--- src/rtl/xc20xx_cfg_loader.sv ---
// ============================================================================
// xc20xx_cfg_loader
// Serial configuration loader for the XC20XX fabric model.
//
// The loader takes one bitstream bit per enabled clock. It hunts for the
// preamble, reads a 24-bit length count, and checks the sync word. It then
// receives NUM_FRAMES framed data words (start bit, FRAME_BITS data bits,
// three stop bits), and finally checks the postamble. Each completed frame is
// presented once on FRAME_DATA/FRAME_ADDR with a one-cycle FRAME_VALID
// pulse. DONE and ERR are sticky until R.
//
// Build option:
//   XC20XX_CFG_LENGTH_CHECK_EN - when defined, the number of bits from the
//   first length bit to the last postamble bit must equal the received
//   length count, otherwise the stream is rejected. When undefined, the
//   length field is consumed and ignored.
// ============================================================================
module xc20xx_cfg_loader #(
   parameter int FRAME_BITS = 71,
   parameter int NUM_FRAMES = 160,
   parameter int ADDR_W     = 8
) (
   input  logic                  K,
   input  logic                  R,
   input  logic                  EN,
   input  logic                  DIN,
   output logic [FRAME_BITS-1:0] FRAME_DATA,
   output logic [ADDR_W-1:0]     FRAME_ADDR,
   output logic                  FRAME_VALID,
   output logic                  DONE,
   output logic                  ERR
);

   // One shared field counter covers the 24-bit length field and the data field.
   localparam int SUB_MAX = (FRAME_BITS > 24) ? FRAME_BITS : 24;
   localparam int CNT_W   = $clog2(SUB_MAX);

   localparam logic [CNT_W-1:0]  SUB_ZERO      = CNT_W'(0);
   localparam logic [CNT_W-1:0]  SUB_ONE       = CNT_W'(1);
   localparam logic [CNT_W-1:0]  SUB_LEN_LAST  = CNT_W'(23);
   localparam logic [CNT_W-1:0]  SUB_SYNC_LAST = CNT_W'(3);
   localparam logic [CNT_W-1:0]  SUB_DATA_LAST = CNT_W'(FRAME_BITS - 1);
   localparam logic [CNT_W-1:0]  SUB_STOP_LAST = CNT_W'(2);
   localparam logic [CNT_W-1:0]  SUB_POST_LAST = CNT_W'(3);
   localparam logic [ADDR_W-1:0] LAST_FRAME    = ADDR_W'(NUM_FRAMES - 1);

   typedef enum logic [3:0] {
      ST_HUNT  = 4'd0,
      ST_LEN   = 4'd1,
      ST_SYNC  = 4'd2,
      ST_START = 4'd3,
      ST_DATA  = 4'd4,
      ST_STOP  = 4'd5,
      ST_POST  = 4'd6,
      ST_DONE  = 4'd7,
      ST_ERROR = 4'd8
   } state_t;

   state_t                state_q, state_d;
   // Three previous bits; the newest bit of the 4-bit preamble window is DIN itself.
   logic [2:0]            hist_q, hist_d;
   logic [CNT_W-1:0]      sub_q, sub_d;
   logic [FRAME_BITS-1:0] frame_sr_q, frame_sr_d;
   logic [ADDR_W-1:0]     frame_cnt_q, frame_cnt_d;
   logic [FRAME_BITS-1:0] frame_data_q, frame_data_d;
   logic [ADDR_W-1:0]     frame_addr_q, frame_addr_d;
   logic                  frame_valid_q, frame_valid_d;
   logic                  done_q, done_d;
   logic                  err_q, err_d;
   logic                  post_bit_ok;

`ifdef XC20XX_CFG_LENGTH_CHECK_EN
   logic [23:0]           len_q, len_d;
   logic [23:0]           bitcnt_q, bitcnt_d;

   // True when the running bit count (including the bit being consumed) matches LENGTH.
   function automatic logic length_ok(input logic [23:0] cnt_before, input logic [23:0] len);
      return ((cnt_before + 24'd1) == len);
   endfunction
`endif

   assign FRAME_DATA  = frame_data_q;
   assign FRAME_ADDR  = frame_addr_q;
   assign FRAME_VALID = frame_valid_q;
   assign DONE        = done_q;
   assign ERR         = err_q;

   // Postamble is 0,1,1,1: only the first postamble bit is expected to be 0.
   assign post_bit_ok = (sub_q == SUB_ZERO) ? (DIN == 1'b0) : (DIN == 1'b1);

   // Next-state and output logic; everything holds unless an enabled bit is consumed.
   always_comb begin
      state_d       = state_q;
      hist_d        = hist_q;
      sub_d         = sub_q;
      frame_sr_d    = frame_sr_q;
      frame_cnt_d   = frame_cnt_q;
      frame_data_d  = frame_data_q;
      frame_addr_d  = frame_addr_q;
      frame_valid_d = 1'b0;
      done_d        = done_q;
      err_d         = err_q;
`ifdef XC20XX_CFG_LENGTH_CHECK_EN
      len_d         = len_q;
      bitcnt_d      = bitcnt_q;
`endif

      if (EN) begin
`ifdef XC20XX_CFG_LENGTH_CHECK_EN
         // Every accepted bit from the first length bit to the last postamble bit counts.
         if ((state_q == ST_LEN) || (state_q == ST_SYNC) || (state_q == ST_START) ||
             (state_q == ST_DATA) || (state_q == ST_STOP) || (state_q == ST_POST)) begin
            bitcnt_d = bitcnt_q + 24'd1;
         end else begin
            bitcnt_d = bitcnt_q;
         end
`endif
         case (state_q)
            ST_HUNT: begin
               hist_d = {hist_q[1:0], DIN};
               if ({hist_q, DIN} == 4'b0010) begin
                  state_d = ST_LEN;
                  sub_d   = SUB_ZERO;
`ifdef XC20XX_CFG_LENGTH_CHECK_EN
                  bitcnt_d = 24'd0;
`endif
               end else begin
                  state_d = ST_HUNT;
               end
            end

            ST_LEN: begin
`ifdef XC20XX_CFG_LENGTH_CHECK_EN
               len_d = {len_q[22:0], DIN};
`endif
               if (sub_q == SUB_LEN_LAST) begin
                  state_d = ST_SYNC;
                  sub_d   = SUB_ZERO;
               end else begin
                  sub_d = sub_q + SUB_ONE;
               end
            end

            ST_SYNC: begin
               if (DIN != 1'b1) begin
                  state_d = ST_ERROR;
                  err_d   = 1'b1;
               end else if (sub_q == SUB_SYNC_LAST) begin
                  state_d = ST_START;
                  sub_d   = SUB_ZERO;
               end else begin
                  sub_d = sub_q + SUB_ONE;
               end
            end

            ST_START: begin
               if (DIN != 1'b0) begin
                  state_d = ST_ERROR;
                  err_d   = 1'b1;
               end else begin
                  state_d = ST_DATA;
                  sub_d   = SUB_ZERO;
               end
            end

            ST_DATA: begin
               frame_sr_d = {frame_sr_q[FRAME_BITS-2:0], DIN};
               if (sub_q == SUB_DATA_LAST) begin
                  state_d = ST_STOP;
                  sub_d   = SUB_ZERO;
               end else begin
                  sub_d = sub_q + SUB_ONE;
               end
            end

            ST_STOP: begin
               if (DIN != 1'b1) begin
                  // A frame with broken stop bits is dropped, never presented.
                  state_d = ST_ERROR;
                  err_d   = 1'b1;
               end else if (sub_q == SUB_STOP_LAST) begin
                  frame_data_d  = frame_sr_q;
                  frame_addr_d  = frame_cnt_q;
                  frame_valid_d = 1'b1;
                  frame_cnt_d   = frame_cnt_q + {{(ADDR_W-1){1'b0}}, 1'b1};
                  sub_d         = SUB_ZERO;
                  if (frame_cnt_q == LAST_FRAME) begin
                     state_d = ST_POST;
                  end else begin
                     state_d = ST_START;
                  end
               end else begin
                  sub_d = sub_q + SUB_ONE;
               end
            end

            ST_POST: begin
               if (!post_bit_ok) begin
                  state_d = ST_ERROR;
                  err_d   = 1'b1;
               end else if (sub_q == SUB_POST_LAST) begin
`ifdef XC20XX_CFG_LENGTH_CHECK_EN
                  if (length_ok(bitcnt_q, len_q)) begin
                     state_d = ST_DONE;
                     done_d  = 1'b1;
                  end else begin
                     state_d = ST_ERROR;
                     err_d   = 1'b1;
                  end
`else
                  state_d = ST_DONE;
                  done_d  = 1'b1;
`endif
               end else begin
                  sub_d = sub_q + SUB_ONE;
               end
            end

            ST_DONE: begin
               state_d = ST_DONE;
            end

            ST_ERROR: begin
               state_d = ST_ERROR;
            end

            default: begin
               // Unreachable encodings are treated as a corrupted load.
               state_d = ST_ERROR;
               err_d   = 1'b1;
               done_d  = 1'b0;
            end
         endcase
      end else begin
         // No bit offered: only the FRAME_VALID pulse is allowed to drop.
         frame_valid_d = 1'b0;
      end
   end

   // State and output registers with asynchronous reset.
   always_ff @(posedge K or posedge R) begin
      if (R) begin
         state_q       <= ST_HUNT;
         hist_q        <= 3'b000;
         sub_q         <= SUB_ZERO;
         frame_sr_q    <= {FRAME_BITS{1'b0}};
         frame_cnt_q   <= {ADDR_W{1'b0}};
         frame_data_q  <= {FRAME_BITS{1'b0}};
         frame_addr_q  <= {ADDR_W{1'b0}};
         frame_valid_q <= 1'b0;
         done_q        <= 1'b0;
         err_q         <= 1'b0;
`ifdef XC20XX_CFG_LENGTH_CHECK_EN
         len_q         <= 24'd0;
         bitcnt_q      <= 24'd0;
`endif
      end else begin
         state_q       <= state_d;
         hist_q        <= hist_d;
         sub_q         <= sub_d;
         frame_sr_q    <= frame_sr_d;
         frame_cnt_q   <= frame_cnt_d;
         frame_data_q  <= frame_data_d;
         frame_addr_q  <= frame_addr_d;
         frame_valid_q <= frame_valid_d;
         done_q        <= done_d;
         err_q         <= err_d;
`ifdef XC20XX_CFG_LENGTH_CHECK_EN
         len_q         <= len_d;
         bitcnt_q      <= bitcnt_d;
`endif
      end
   end

endmodule

--- config.mk ---
export PLATFORM = sky130hd
export DESIGN_NAME = xc20xx_cfg_loader
export DESIGN_NICKNAME = d
export VERILOG_FILES = /design/src/rtl/xc20xx_cfg_loader.sv
export SDC_FILE = /design/constraint.sdc
export NUM_CORES = 1
export LEC_CHECK = 0
export BUFFER_PORTS_ARGS = -buffer_cell sky130_fd_sc_hd__buf_4
export CAP_MARGIN = 20
export CORE_MARGIN = 3
export CORE_UTILIZATION = 60
export CTS_CLUSTER_DIAMETER = 200
export DETAILED_ROUTE_END_ITERATION = 10
export HOLD_SLACK_MARGIN = 0.12
export PLACE_DENSITY = 0.93
export SYNTH_ARGS = -nofsm -noshare
export SYNTH_HDL_FRONTEND = slang
export SYNTH_SLANG_ARGS = --single-unit
--- constraint.sdc ---
create_clock -name K -period 10.1 [get_ports K]
set_clock_uncertainty 0.2 [all_clocks]
set_input_delay 0.505 -clock K [delete_from_list [all_inputs] [get_ports K]]
set_output_delay 0.505 -clock K [all_outputs]
set_load 0.03 [all_outputs]
# ---- Yosys cells after proc, flatten, opt, wreduce, memory -nomap -nowiden
# Index checks and enable logic that the tools add are counted.
dict set report totals {
  reg_bits 175
}
dict set report classes {
  add_sub_neg 2
  n_bitwise 3
  n_mux 35
  n_eq_ne 29
  n_reduce_logical 13
}
# operator count
set op_table {}
lappend op_table {{$mux W7} 10}
lappend op_table {{$pmux W7 S7} 1}
lappend op_table {{$mux W4} 9}
lappend op_table {{$pmux W4 S8} 1}
lappend op_table {{$ne A2 B2 Y1 const B} 12}
lappend op_table {{$eq A4 B3 Y1 const B} 4}
lappend op_table {{$eq A7 B2 Y1 const B} 2}
lappend op_table {{$eq A4 B2 Y1 const B} 3}
lappend op_table {{$mux W1} 11}
lappend op_table {{$ne A3 B3 Y1 const B} 3}
lappend op_table {{$add A8 B1 Y8 const B} 1}
lappend op_table {{$eq A8 B8 Y1 const B} 1}
lappend op_table {{$reduce_and A4 Y1} 2}
lappend op_table {{$reduce_and A8 Y1} 1}
lappend op_table {{$reduce_or A8 Y1} 1}
lappend op_table {{$add A7 B1 Y7 const B} 1}
lappend op_table {{$eq A7 B5 Y1 const B} 1}
lappend op_table {{$eq A7 B7 Y1 const B} 1}
lappend op_table {{$logic_not A7 Y1} 1}
lappend op_table {{$reduce_bool A7 Y1} 1}
lappend op_table {{$reduce_and A6 Y1} 1}
lappend op_table {{$reduce_and A5 Y1} 1}
lappend op_table {{$reduce_or A5 Y1} 1}
lappend op_table {{$eq A4 B1 Y1 const B} 1}
lappend op_table {{8 further kinds} 11}

# ---- Logic depth before layout (Yosys ltp)
dict set report depth {
  word_depth 5
  depth_mapped 9
}

# ---- Worst setup path before layout
# OpenSTA, ideal clock, no wires.
dict set report synth_path {
  path_kind {in2reg}
  startpoint {input port DIN}
  endpoint {register sub_q[6]}
  path_stages 6
  setup_time_ns 0.104
  arrival_time_ns 2.177
  required_time_ns 9.796
  path_slack_ns 7.619
  cell_sequence {clkbuf_1 nor4_1 a21oi_1 a2111oi_0 o211ai_2 o311ai_1}
}
dict set report synth_via {
  elab_chain_len 4
  word_cells_on_any_way 9
  classes_between {6 x eq/ne; 1 x mux; 1 x bitwise; 1 x reduce/logical}
}
# element line
set synth_lines {}
lappend synth_lines {{start: declaration} 26} ;# input logic DIN,
lappend synth_lines {{parallel branches: the longest is 3 deep, another holds $eq A4 B2 Y1} --}
lappend synth_lines {{$reduce_and A8 Y1 (no source line) *} --}
lappend synth_lines {{end signal: assignment} 260} ;# sub_q <= sub_d;
lappend synth_lines {{end: declaration} 62} ;# logic [CNT_W-1:0] sub_q, sub_d;
# Every way passes the cells marked *.
# A chain may end at the register's enable or synchronous reset.

# ---- Final worst setup path
dict set report layout_path {
  startpoint {register state_q[0]}
  endpoint {register frame_cnt_q[7]}
}
dict set report layout_via {
  elab_chain_len 2
}
# element line
set layout_lines {}
lappend layout_lines {{start: declaration} 59} ;# state_t state_q, state_d;
lappend layout_lines {{start signal: assignment} 258} ;# state_q <= state_d;
lappend layout_lines {{$eq A4 B3 Y1} 118} ;# case (state_q)
lappend layout_lines {{$reduce_and A4 Y1 (no source line)} --}
lappend layout_lines {{end signal: assignment} 247} ;# frame_cnt_q <= {ADDR_W{1'b0}};
lappend layout_lines {{end signal: assignment} 262} ;# frame_cnt_q <= frame_cnt_d;
lappend layout_lines {{end: declaration} 64} ;# logic [ADDR_W-1:0] frame_cnt_q, frame_cnt_d;
# Every way passes these cells.

==> metrics <==
status=finished clean; Netlist cell types=48; Finish-stage setup viols=0; DRC viols=0; # rows=39; count of nets after finishing=753; pwr/cell area=175 mW/mm^2; crit-path cells=inv_1, nor4_1, and3_2, buf_4, nand4_1, xnor2_1; CTS buffer count=17; number of H-tree levels=4; largest net degree at the start of global routing=110; Hold Crit Class=in2async; storage element area=0.00438 sq mm; number of hold violations in the final report=0; final WL=15800 um; hold_buf cts=0; Vias/cell=5.78; mean area per synthesized cell=10.8 sq um; io pins=86; Top delay family on crit path=simple AND/OR/NAND/NOR gates; synthesized flop and latch total=175; Routed Antenna Nets=0; CTS tree=yes; critical path fanouts, max=58; Worst setup EP type=register; post-cts sizing count=0; post-layout minimum cycle time=3.50 ns; PortBufs=85; die height=116 um; Post-Layout Inst Area=0.00851 sq mm; Die W=116 um; most common cell after layout, fill and taps aside=nand2_1; leakage=4.56 nW; post-layout util=73.3%; max_cap viols=0; Sink Count=175; Buf/Inv on CP=2; placed inst area=0.00798 sq mm; Synth top area share=60.2%; WP data required=10.21 ns; Via Count=5183; clock-pin slew of the registers on the worst-case setup and hold paths=0.06 ns; RSZ-0062 raised after global routing=false; initial core utilization=62.6%; Mapped Area=0.00727 sq mm; Starting DRT DRC Count=525; cell accounting for the most synthesized area=dfrtp_1; CTS root buffer=clkbuf_16; total grt overflow=0; most frequent cells in the layout=nand2_1 (247), dfrtp_1 (175), buf_4 (88); antenna cells=0; clk_lat worst skew=0.42 ns; Synth Flop Type=dfrtp_1; postcts setup bufs=0; clock tree buffer depth=2; Async SR Flop Fraction=100%; Max IR drop VDD=0.184 mV; vias in the first global route=5357; fmax=286 MHz; Layout Area Growth over Synthesis=17.1%; Layout fillers=746; Crit-path slowest cell=nor4_1; DPL Wire Length=9720 um; Syn Inst Count=673; final worst-path cycle share=34.6%; slowest stage delay, CP=0.67 ns; first-pass GRT wire length=26300 um; Least-Margin Pin Slew=1.10 ns; first-pass iteration count of the detailed router=5; Worst setup SP type=register; Core Box Area=0.0116 sq mm; Setup CP Type=reg2reg; die area=0.0135 sq mm; Slew headroom=26.6%; global placer's final weighted congestion=0.967; register area share after synthesis=60.2%; syn nets=682; Synth area leaders=dfrtp_1 (60%), nand2_1 (13%), mux2_2 (11%), clkbuf_1 (1.3%), o21ai_0 (1.1%); post-route setup TNS=0 ns; share of cells above drive strength 1=27.2%; Crit path arrival time=3.60 ns; synth warn=0; initial antenna violation count=0; WL/cell=17.7 um; fin. max-slew vios=0; EDFF count, synth=0; area occupied by multi-input gates=0.00273 sq mm; total track usage=25.0%
[path summary, 6_finish.rpt]
kind	from	endpoint	slack (ns)	cells after the start
setup / recovery	state_q[0]	frame_cnt_q[7]	6.60	6
hold / removal	R	FRAME_DATA[19]	0.07	2
setup reg to reg	state_q[0]	frame_cnt_q[7]	6.60	6
hold reg to reg	ERR	ERR	0.27	1
max in group asynchronous	R	frame_sr_q[46]	8.20	3
min in group K	EN	DONE	0.16	2
[stage by stage]
| stage | hold slack [ns] | cells | setup slack, ns | total power, W |
|---|---|---|---|---|
| 6_report | 0.0677 | 897 | 6.60 | 0.00149 |
| 5_1_grt | 0.165 | 897 | 6.32 | 0.00154 |
| 4_1_cts | 0.137 | 896 | 6.66 | 0.00149 |
| 3_5_place_dp | 0.249 | 867 | 6.71 | 0.000904 |
| 3_3_place_gp | 0.249 | 867 | 6.86 | 0.000896 |
| 2_1_floorplan | 0.241 | 673 | 4.65 | 0.000872 |
[power by group]
group	switching [W]	internal (W)	leakage [nW]	total (W)
logic	0.0000725	0.0000505	1.89	0.000123
clock network	0.000256	0.000330	0.252	0.000586
registers	0.0000529	0.000728	2.42	0.000781
total	0.000381	0.00111	4.56	0.00149
[cells in the mapped netlist (all sizes together), types with 2 or more instances]
master,n
a211oi,2
a21o,2
a21oi,6
a311oi,2
a31o,2
a31oi,5
and3,5
buf,11
clkbuf,26
dfrtp,175
ha,5
inv,8
mux2,74
mux2i,3
nand2,247
nand2b,6
nand3,9
nand4,7
nor2,9
nor2b,5
nor3b,2
nor4,5
o211ai,10
o21ai,17
o31ai,2
o32ai,3
or2,3
or4,2
xnor2,8
[final cells by class]
cell class	count	area share, %
clock buffer	24	5.66
multi-input combinational	453	32.1
tap	143	2.10
inverter	8	0.412
timing repair buffer	89	7.91
clock inverter	5	0.412
sequential	175	51.4
[cell families (layout without fill, tap and decap cells)]
| family | after synthesis | in the layout | share of synthesized area [%] |
|---|---|---|---|
| and+or+nand+nor | 305 | 305 | 17.8 |
| DFF | 175 | 175 | 60.2 |
| buffers and inverters | 45 | 126 | 2.51 |
| muxes | 77 | 77 | 11.9 |
| adders and majority gates | 5 | 5 | 0.860 |
| xor gates and xnor gates | 8 | 8 | 0.964 |
| AOI/OAI and AO/OA | 58 | 58 | 5.75 |
[routing by layer]
| metal | vias up | track usage, % | routed length [um] |
|---|---|---|---|
| met1 | 2585 | 31.8 | 6530 |
| li1 | 2378 | - | - |
| met4 | 0 | 9.90 | 422 |
| met2 | 176 | 41.7 | 8130 |
| met3 | 44 | 5.91 | 752 |
| met5 | - | 0 | 0 |
[state kept, by name (all words and copies together) (netlist names)]
name         flops
ERR              1
sub_q            7
FRAME_ADDR       8
DONE             1
frame_sr_q      71
FRAME_DATA      71
frame_cnt_q      8
hist_q           3
state_q          4
FRAME_VALID      1
Note: power is estimated with default switching activity, not from simulation.
